$ cat config.mk
export PLATFORM = sky130hd
export DESIGN_NAME = fetch_bundle_pipe
export DESIGN_NICKNAME = d
export VERILOG_FILES = /design/src/rtl/fetch_pipe_pkg.sv /design/src/rtl/fetch_pipe_stage.sv /design/src/rtl/fetch_bundle_pipe.sv
export SDC_FILE = /design/constraint.sdc
export NUM_CORES = 1
export LEC_CHECK = 0
export ABC_AREA = 1
export CORE_MARGIN = 2
export CORE_UTILIZATION = 53
export CTS_CLUSTER_SIZE = 24
export DETAILED_ROUTE_END_ITERATION = 10
export GPL_TIMING_DRIVEN = 0
export PLACE_DENSITY = 0.88
export SETUP_SLACK_MARGIN = 0.15
export SLEW_MARGIN = 20
export SYNTH_ARGS = -nofsm -noshare
export SYNTH_HDL_FRONTEND = slang
export SYNTH_SLANG_ARGS = --single-unit
$ cat constraint.sdc
create_clock -name clk -period 3.15 [get_ports clk]
set_input_delay 0.63 -clock clk [delete_from_list [all_inputs] [get_ports clk]]
set_output_delay 0.63 -clock clk [all_outputs]
set_load 0.01 [all_outputs]
$ cat src/rtl/fetch_pipe_pkg.sv
// Shared types and helpers for the fetch-to-decode bundle pipeline.
// FETCH_PIPE_PERF_EN (top level) enables the stall and flush counters.
package fetch_pipe_pkg;

    localparam int FETCH_LANES = 4;
    localparam int FETCH_PKT_W = 64;

    typedef logic [FETCH_PKT_W-1:0] FETCH_PACKET;

    // Counts occupied stages; pipelines deeper than 32 stages are not supported.
    function automatic int popcount_occ(input logic [31:0] v);
        int n;
        n = 0;
        for (int i = 0; i < 32; i++) begin
            n += int'(v[i]);
        end
        return n;
    endfunction

endpackage

$ cat src/rtl/fetch_pipe_stage.sv
// One bundle stage of the fetch pipe: lane valids plus payload.
// Flush beats load, and load beats clear, so a stage refilled in its emptying cycle keeps the new bundle.
module fetch_pipe_stage #(
    parameter int LANES = 4,
    parameter int PKT_W = 64
) (
    input  logic                   clk,
    input  logic                   rst_n,
    input  logic                   i_load,
    input  logic                   i_clear,
    input  logic                   i_flush,
    input  logic [LANES-1:0]       i_vld,
    input  logic [LANES*PKT_W-1:0] i_pkt,
    output logic [LANES-1:0]       o_vld,
    output logic [LANES*PKT_W-1:0] o_pkt
);

    logic [LANES-1:0]       r_vld;
    logic [LANES*PKT_W-1:0] r_pkt;

    always_ff @(posedge clk or negedge rst_n) begin
        if (!rst_n) begin
            r_vld <= '0;
            r_pkt <= '0;
        end else if (i_flush) begin
            r_vld <= '0;
            r_pkt <= '0;
        end else if (i_load) begin
            r_vld <= i_vld;
            r_pkt <= i_pkt;
        end else if (i_clear) begin
            r_vld <= '0;
            r_pkt <= '0;
        end
    end

    assign o_vld = r_vld;
    assign o_pkt = r_pkt;

endmodule

$ cat src/rtl/fetch_bundle_pipe.sv
// Elastic DEPTH-stage fetch bundle pipe with bubble collapse and mispredict flush.
// Define FETCH_PIPE_PERF_EN to add the saturating stall/flush perf counters.
module fetch_bundle_pipe
    import fetch_pipe_pkg::*;
#(
    parameter int LANES = FETCH_LANES,
    parameter int PKT_W = FETCH_PKT_W,
    parameter int DEPTH = 2,
    parameter int CNT_W = 32
) (
    input  logic                       clk,
    input  logic                       rst_n,
    input  logic                       flush_i,
    input  logic [LANES-1:0]           in_valid_i,
    input  logic [LANES*PKT_W-1:0]     in_pkt_i,
    output logic                       in_ready_o,
    output logic [LANES-1:0]           out_valid_o,
    output logic [LANES*PKT_W-1:0]     out_pkt_o,
    input  logic                       out_ready_i,
`ifdef FETCH_PIPE_PERF_EN
    output logic [CNT_W-1:0]           stall_cnt_o,
    output logic [CNT_W-1:0]           flush_cnt_o,
`endif
    output logic [$clog2(DEPTH+1)-1:0] occupancy_o
);

    localparam int OCC_W = $clog2(DEPTH+1);
    localparam int BUN_W = LANES * PKT_W;

    logic [LANES-1:0] w_svlv [DEPTH];
    logic [BUN_W-1:0] w_spkt [DEPTH];
    logic [DEPTH-1:0] w_svld;
    logic [DEPTH-1:0] w_adv;
    logic [DEPTH-1:0] w_load;
    logic [DEPTH-1:0] w_clear;
    logic [DEPTH-1:0] w_nvld;
    logic [31:0]      w_nvld32;
    logic             w_ready;
    logic             w_nxt;
    logic [OCC_W-1:0] r_occ;

    // Advance chain walks from the head backwards; it never looks at in_valid_i.
    always_comb begin
        w_svld   = '0;
        w_adv    = '0;
        w_load   = '0;
        w_clear  = '0;
        w_nvld   = '0;
        w_nvld32 = '0;
        for (int k = 0; k < DEPTH; k++) begin
            w_svld[k] = |w_svlv[k];
        end
        w_nxt = w_svld[DEPTH-1] & out_ready_i;
        w_adv[DEPTH-1] = w_nxt;
        for (int k = DEPTH - 2; k >= 0; k--) begin
            w_nxt    = w_svld[k] & (~w_svld[k+1] | w_nxt);
            w_adv[k] = w_nxt;
        end
        w_ready   = ~flush_i & (~w_svld[0] | w_adv[0]);
        w_load[0] = w_ready & (|in_valid_i);
        for (int k = 1; k < DEPTH; k++) begin
            w_load[k] = w_adv[k-1] & ~flush_i;
        end
        for (int k = 0; k < DEPTH; k++) begin
            w_clear[k] = w_adv[k] & ~w_load[k];
            if (flush_i)         w_nvld[k] = 1'b0;
            else if (w_load[k])  w_nvld[k] = 1'b1;
            else if (w_clear[k]) w_nvld[k] = 1'b0;
            else                 w_nvld[k] = w_svld[k];
        end
        w_nvld32[DEPTH-1:0] = w_nvld;
    end

    for (genvar g = 0; g < DEPTH; g++) begin : g_stage
        logic [LANES-1:0] w_vin;
        logic [BUN_W-1:0] w_pin;
        if (g == 0) begin : g_first
            assign w_vin = in_valid_i;
            assign w_pin = in_pkt_i;
        end else begin : g_next
            assign w_vin = w_svlv[g-1];
            assign w_pin = w_spkt[g-1];
        end
        fetch_pipe_stage #(.LANES(LANES), .PKT_W(PKT_W)) u_stage (
            .clk     (clk),
            .rst_n   (rst_n),
            .i_load  (w_load[g]),
            .i_clear (w_clear[g]),
            .i_flush (flush_i),
            .i_vld   (w_vin),
            .i_pkt   (w_pin),
            .o_vld   (w_svlv[g]),
            .o_pkt   (w_spkt[g])
        );
    end

    always_ff @(posedge clk or negedge rst_n) begin
        if (!rst_n) r_occ <= '0;
        else        r_occ <= OCC_W'(popcount_occ(w_nvld32));
    end

`ifdef FETCH_PIPE_PERF_EN
    logic [CNT_W-1:0] r_stall_cnt;
    logic [CNT_W-1:0] r_flush_cnt;

    always_ff @(posedge clk or negedge rst_n) begin
        if (!rst_n) begin
            r_stall_cnt <= '0;
            r_flush_cnt <= '0;
        end else begin
            if (w_svld[DEPTH-1] && !out_ready_i && (r_stall_cnt != '1))
                r_stall_cnt <= r_stall_cnt + 1'b1;
            if (flush_i && (|w_svld) && (r_flush_cnt != '1))
                r_flush_cnt <= r_flush_cnt + 1'b1;
        end
    end

    assign stall_cnt_o = r_stall_cnt;
    assign flush_cnt_o = r_flush_cnt;
`endif

    assign in_ready_o  = w_ready;
    assign out_valid_o = w_svlv[DEPTH-1] & {LANES{~flush_i}};
    assign out_pkt_o   = w_spkt[DEPTH-1];
    assign occupancy_o = r_occ;

endmodule
# After elaboration in Yosys (flattened, before gate mapping)
# Index checks and enable logic that the tools add are counted.
# classes
addsub	1
muxes	18
bitwise	15
reduce_logical	5
# ops
op	n
2-to-1 mux 256 bit	6
2-to-1 mux 4 bit	6
OR reduction 4 bit	3
AND 1 bit	7
2-to-1 mux 1 bit	6
nonzero test 3 bit	2
NOT 1 bit	5
AND 4 bit	1
adder 1 x 1 -> 2 bit	1
bitwise OR 1 bit	2
# totals
regBits	522
inputBits	264
elab_cells	44

# Longest topological paths before layout
# Gate-level depths: netlist of the first run.
# depth
ltp_word	13
ltp_mapped	9
mapped_depth_nobuf	7

# By module
# A second synthesis of the first run with hierarchy kept.
# hier_totals
cells_unflattened	2297
area_unflattened_um2	20593.5
# by_module_without_submodules
module	instances	cells_each	area_per_inst_um2
fetch_pipe_stage	2	1128	10174.8
fetch_bundle_pipe	1	41	244.0

# Worst setup path after synthesis of the first run
# Ideal clock, no wire load.
# synth_path
path_kind	input -> output
startpoint	input port flush_i
endpoint	output port in_ready_o
arrival_ps	1334
required_time_ps	2520
slack_ps	1186
cell_stages	5
path_buffers	2
cell_sequence	buf_2 inv_1 nand2_1 inv_2 clkbuf_1
# synth_between
elab_chain_cells	2
# synth_rtl
element	line_no	rtl
from (decl)	fetch_bundle_pipe.sv:13	input logic flush_i,
NOT 1 bit	fetch_bundle_pipe.sv:59	w_ready = ~flush_i & (~w_svld[0] | w_adv[0]);
AND 1 bit	fetch_bundle_pipe.sv:59	
to (decl)	fetch_bundle_pipe.sv:16	output logic in_ready_o,
# Every way passes these cells.

# Final worst setup path of the first run
# layout_path
startpoint	register g_stage[0].u_stage.r_vld[2]
endpoint	output port in_ready_o
# layout_between
elab_chain_cells	4
elab_cells_between_ends	5
classes_between	bitwise: 4; reduce/logical: 1
# layout_rtl
element	line_no	rtl
from (decl)	fetch_pipe_stage.sv:18	logic [LANES-1:0] r_vld;
from (signal assigned)	fetch_pipe_stage.sv:29	r_vld <= i_vld;
OR reduction 4 bit *	fetch_bundle_pipe.sv:51	w_svld[k] = |w_svlv[k];
AND 1 bit or NOT 1 bit (tied branches)	fetch_bundle_pipe.sv:56, fetch_bundle_pipe.sv:59	
bitwise OR 1 bit *	fetch_bundle_pipe.sv:59	
AND 1 bit *	fetch_bundle_pipe.sv:59	
# Mark *: on every way between the ends. The rest lies on a longest branch, timed or not.

==> results of run 1 <==
==> power groups by stage <==
| stage | clock (mW) | sequential, mW | combinational, mW |
|---|---|---|---|
| floorplan | 0 | 8.01 | 1.51 |
| global placement | 0 | 7.95 | 3.36 |
| detailed placement | 0 | 7.95 | 3.49 |
| CTS | 6.34 | 7.85 | 3.53 |
| global route | 6.62 | 7.93 | 3.84 |
| finish | 6.30 | 7.87 | 3.54 |
==> timing repair <==
action | CTS | global route
hold buffers | 1 | 0
gates resized for setup | 1 | 1
setup endpoints to repair | 1 | 1
hold endpoints to repair | 11 | 0
==> cells by family after synthesis <==
kind of cell	count (synthesis)	share of synthesized area, %
flip-flops	522	62.3
buffers and inverters	205	4.51
AO/OA/AOI/OAI	3	0.137
adder cells (fa/ha/maj)	1	0.0597
AND/OR/NAND/NOR	1580	33.0
==> cells in the mapped netlist <==
master / number
buf_1: 3
nor2_1: 10
clkbuf_1: 54
buf_2: 141
nor2_4: 1
nand2_2: 2
nand3_2: 1
a21oi_4: 1
inv_2: 1
dfrtp_1: 522
nand3_1: 777
nand2_1: 789
a31oi_1: 2
ha_1: 1
inv_1: 6
==> worst paths after layout <==
check,startpoint,endpoint,slack [ps],cells past startpoint
setup / recovery,g_stage[0].u_stage.o_vld[2],in_ready_o,280,6
min in group clk,g_stage[0].u_stage.o_pkt[12],g_stage[1].u_stage.o_pkt[12],470,2
setup reg to reg,g_stage[1].u_stage.o_vld[0],g_stage[1].u_stage.o_pkt[60],790,7
max in group asynchronous,rst_n,g_stage[0].u_stage.o_pkt[240],1460,4
hold reg to reg,g_stage[0].u_stage.o_pkt[12],g_stage[1].u_stage.o_pkt[12],470,2
hold / removal,rst_n,g_stage[1].u_stage.o_pkt[133],430,2
==> final cells by class <==
type	count	area (um2)	area share, %
multi-input combinational	1584	6960	24.2
buffer	197	916	3.19
clock buffer	68	1460	5.09
timing repair buffer	531	5410	18.8
sequential	522	13100	45.4
clock inverter	22	241	0.840
tap	518	648	2.25
antenna	4	10.0	0.0348
inverter	7	31.3	0.109
==> per-layer routing <==
layer	GRT usage, %	part of all wire (%)
met5	0	0
met4	18.5	5.8
met3	6.79	8.2
met2	56.4	50
met1	39.8	36
==> flip-flops by register name (all words and copies together), names as in the netlist <==
name                   cells
g_stage.u_stage.o_pkt    512
occupancy_o                2
g_stage.u_stage.o_vld      8
==> stage by stage <==
stage	TNS (ps)	cell area [um2]	total power, mW	std cells
6_report	0	28700	17.7	3453
2_1_floorplan	0	21000	9.52	2311
3_3_place_gp	-	26900	11.3	3354
4_1_cts	0	28700	17.7	3449
3_5_place_dp	-5.01	27000	11.4	3359
5_1_grt	0	28700	18.4	3452
==> metrics.md, run 1 <==
| Metric | Value |
|---|---|
| Die height | 203 um |
| Vias post-DR | 19531 |
| Root Driver | clkbuf_16 |
| CTS tree | built |
| Post-route worst hold slack | 434 ps |
| Nets | 3160 |
| Crit path launch type | register |
| Pins Over Slew Limit | 0 |
| Core area | 38800 um2 |
| DP Wirelength | 48800 um |
| Yosys reg bits | 522 |
| Post-layout util | 74.0% |
| Final WS setup | 278 ps |
| Die Area | 41200 um2 |
| Setup crit end kind | primary output |
| Final setup fails | 0 |
| Placer Congestion | 0.944 |
| Required time of the critical path | 2520 ps |
| Input/output buffers | 525 |
| Setup bufs post-CTS | 0 |
| Post-synth top area share | 62.3% |
| First-pass GRT wire length | 106000 um |
| Crit path max fanout | 18 |
| Longest Clk Path Bufs | 3 |
| Sequential power share | 44.4% |
| Global route overflow | 0 |
| Hold Path Class | in -> async |
| Fin Clk Skew | 17.3 ps |
| Layout area overhead | 37.1% |
| Pre-CTS WS | -5.01 ps |
| Run status | complete, no violations |
| Crit-path cells | nor2_1 -> nand2_2 -> nand3_2 -> nand2_1 -> inv_6 -> clkdlybuf4s50_1 |
| Final Hold Fails | 0 |
| DR vias/cell | 5.66 |
| Commonest non-fill, non-tap cell in the layout | nand2_1 |
| Crit-path max cell delay | 570 ps |
| Mapped cell area | 21000 um2 |
| Drt first-iter violations | 1660 |
| Residual DRC count | 0 |
| WP buf/inv | 2 |
| Num ports | 527 |
| CP max stage cell | clkdlybuf4s50_1 |
| Cells after Synth | 2311 |
| Clock network fraction of total power | 35.6% |
| Syn. warnings | 0 |
| Internal Dissipation | 12.5 mW |
| Antenna violations before repair | 5 |
| Avg Cell Area, Syn | 9.07 um2 |
| GRT Overall Usage | 33.2% |
| Net Sw Frac | 29.3% |
| Slew @ Worst Pin | 977 ps |
| Antenna Violating Nets Remaining | 0 |
| Number of H-tree levels | 2 |
| Leading area contributor after synthesis | dfrtp_1 |
| Max VDD drop | 0.454 mV |
| Max_cap viols | 0 |
| RSZ-0062 raised after global routing | no |
| Main area contributors after synthesis | dfrtp_1 62%, nand3_1 19%, nand2_1 14% |
| Initial Util | 54.0% |
| Final worst-path cycle share | 91.2% |
| Synth unique cells | 15 |
| CTS clk-pin slew, worst paths | 60 ps |
| Sequential fraction of the synthesis area | 62.3% |
| WL final | 68400 um |
| Combinational share of power | 20.0% |
| Chip Width | 203 um |
| Post-layout min period | 2870 ps |
| Crit path DAT | 2240 ps |
| Pwr Density | 616 nW/um2 |
| Crit Path Category | reg -> out |
| Most frequent cells in the layout | 789 x nand2_1, 777 x nand3_1, 524 x clkdlybuf4s50_1 |
| Largest net degree at the start of global routing | 108 |
| DR pass1 iterations | 5 |
| Worst skew pair latency | 600 ps |
| Routed WL per cell | 19.8 um |
| Net Sw Power | 5.19 mW |
| CTS buffer count | 52 |
| Sink Count | 522 |
| Vias in the first global route | 19654 |
| Fmax | 0.348 GHz |
| Layout cells sized above 1 | 8.05% |
| Crit-path leading delay family | buffers and inverters |
| Slew HR | 34.9% |
| P_leak | 14.8 nW |
| Rows | 72 |
| Syn Nets | 2576 |
| Fill cells | 2643 |
(Power assumes the default switching activity.)
==> inputs of run 2 (changes only) <==
==> constraint.sdc (replaced) <==
create_clock -name clk -period 3.15 [get_ports clk]
set_input_delay 0.63 -clock clk [delete_from_list [all_inputs] [get_ports clk]]
set_output_delay 0.63 -clock clk [all_outputs]
set_load 0.1 [all_outputs]
==> run 2 against run 1 <==
Against the previous run:
- sequential power hardly changed
- final area barely moved
- power grew 13%
- hold slack about the same
- setup slack got worse by 58 ps
- maximum frequency fell by 2.0%
- die area is the same
- critical path depth down 3
- first-iteration DRC count did not move
- global-route usage is the same
- core utilization barely moved
- critical path type unchanged
- largest cell class unchanged
==> metrics.md, run 2 (synthesized netlist as in run 1, its figures left out) <==
| Metric | Value |
|---|---|
| Run status | complete, no violations |
| Vias in the first global route | 19654 |
| Required time of the critical path | 2520 ps |
| Design Area, Final | 28700 um2 |
| CTS clk-pin slew, worst paths | 60 ps |
| Chip Width | 203 um |
| Largest net degree at the start of global routing | 108 |
| Nets | 3160 |
| Worst skew pair latency | 600 ps |
| Net Sw Frac | 37.6% |
| Number of H-tree levels | 2 |
| Antenna Violating Nets Remaining | 0 |
| Core area | 38800 um2 |
| Clock network fraction of total power | 31.4% |
| Total power | 20.1 mW |
| Sequential power share | 39.2% |
| P_leak | 14.8 nW |
| Register area | 13100 um2 |
| Die height | 203 um |
| Longest Clk Path Bufs | 3 |
| Crit Path Category | reg -> out |
| Net Sw Power | 7.55 mW |
| Hold Path Class | in -> async |
| Fill cells | 2642 |
| Global route overflow | 0 |
| Sink Count | 522 |
| Final worst-path cycle share | 93.0% |
| Combinational share of power | 29.4% |
| Commonest non-fill, non-tap cell in the layout | nand2_1 |
| Die Area | 41200 um2 |
| Root Driver | clkbuf_16 |
| Post-layout min period | 2930 ps |
| Max FFs per register | 512 |
| Pwr Density | 698 nW/um2 |
| Final setup fails | 0 |
| Vias post-DR | 19544 |
| Setup bufs post-CTS | 0 |
| Rows | 72 |
| Crit path max fanout | 3 |
| Crit path launch type | register |
| Antenna violations before repair | 5 |
| Final Hold Fails | 0 |
| DR vias/cell | 5.66 |
| Internal Dissipation | 12.5 mW |
| Setup crit end kind | primary output |
| Max VDD drop | 0.532 mV |
| Instance area at placement | 27000 um2 |
| Drt first-iter violations | 1660 |
| Post-layout util | 74.0% |
| Fmax | 0.341 GHz |
| Residual DRC count | 0 |
| Placer Congestion | 0.944 |
| Max_cap viols | 0 |
| Pins Over Slew Limit | 0 |
| Routed WL per cell | 19.8 um |
| First-pass GRT wire length | 106000 um |
| Worst R2R Path Depth | 7 |
| Layout area overhead | 37.0% |
| Slew @ Worst Pin | 1160 ps |
| Slew HR | 22.1% |
| Crit path DAT | 2300 ps |
| Num ports | 527 |
| DR pass1 iterations | 5 |
| Non-Filler Instances | 3453 |
| Input/output buffers | 525 |
| CTS buffer count | 52 |
| WL final | 68400 um |
| CTS tree | built |
| Initial Util | 54.0% |
| Footprint of the multi-input gates | 6960 um2 |
| Layout cells sized above 1 | 8.09% |
| Most frequent cells in the layout | 789 x nand2_1, 777 x nand3_1, 522 x dfrtp_1, 522 x clkdlybuf4s50_1, 141 x buf_2 |
| RSZ-0062 raised after global routing | no |
| Cells after DPL | 3359 |
| GRT Overall Usage | 33.2% |
| DP Wirelength | 48800 um |
| Fin Clk Skew | 16.9 ps |
==> run 2: cell types whose count changed in the layout (fill, tap and decap cells not counted), sizes merged <==
cell	before	now
dlymetal6s2s	0	1
buf	150	151
clkdlybuf4s50	524	522
==> run 2: what timing repair did <==
action	4_1_cts	5_1_grt
hold buffers	1	0
resized for setup	6	1
pin swaps	0	0
setup endpoints to repair	1	1
hold endpoints to repair	11	0
==> run 2: worst max-delay path, stage by stage (launching register included) <==
cell and delay, ps:
dfrtp_1 370, inv_1 50, nor2_1 90, clkdlybuf4s50_1 1210
==> run 2: worst paths after layout <==
path	from	endpoint	slack [ps]
worst min register to register	g_stage[0].u_stage.o_pkt[12]	g_stage[1].u_stage.o_pkt[12]	470
worst min-delay path	rst_n	g_stage[1].u_stage.o_pkt[133]	430
min in group clk	g_stage[0].u_stage.o_pkt[12]	g_stage[1].u_stage.o_pkt[12]	470
worst max register to register	g_stage[1].u_stage.o_vld[0]	g_stage[1].u_stage.o_pkt[60]	790
worst max-delay path	g_stage[1].u_stage.o_vld[0]	out_valid_o[0]	220
max in group asynchronous	rst_n	g_stage[0].u_stage.o_pkt[240]	1460
==> run 2: power by group through the flow <==
stage               clock (mW)  combinational, mW  sequential [mW]
finish                    6.30               5.89             7.87
CTS                       6.34               5.88             7.85
global route              6.62               6.19             7.93
detailed placement           0               5.84             7.95
floorplan                    0               1.54             10.3
global placement             0               5.71             7.95
==> run 2: metal layers <==
metal	global-route usage (%)	up-vias	wire, um	share of wire (%)
li1	-	8807	-	-
met1	39.8	9528	24900	36
met2	56.4	971	34000	50
met3	6.79	238	5590	8.2
met4	18.5	0	3930	5.7
met5	0	-	0	0
==> run 2: final cells by class <==
type,instances,share of cell area [%]
diodes,4,0.0348
plain buffers,197,3.19
clock buffers,68,5.09
clock inverters,22,0.840
inverters,7,0.0914
multi-input cells,1584,24.2
flip-flops and latches,522,45.5
well taps,518,2.26
repair buffers,531,18.8
==> run 2: per-stage QoR <==
stage               setup slack [ps]  hold slack [ps]  setup TNS [ps]
floorplan                        441              334               0
global route                     167              425               0
CTS                              158              410               0
detailed placement              -603              449            -603
finish                           220              434               0
global placement              -20310              456               -
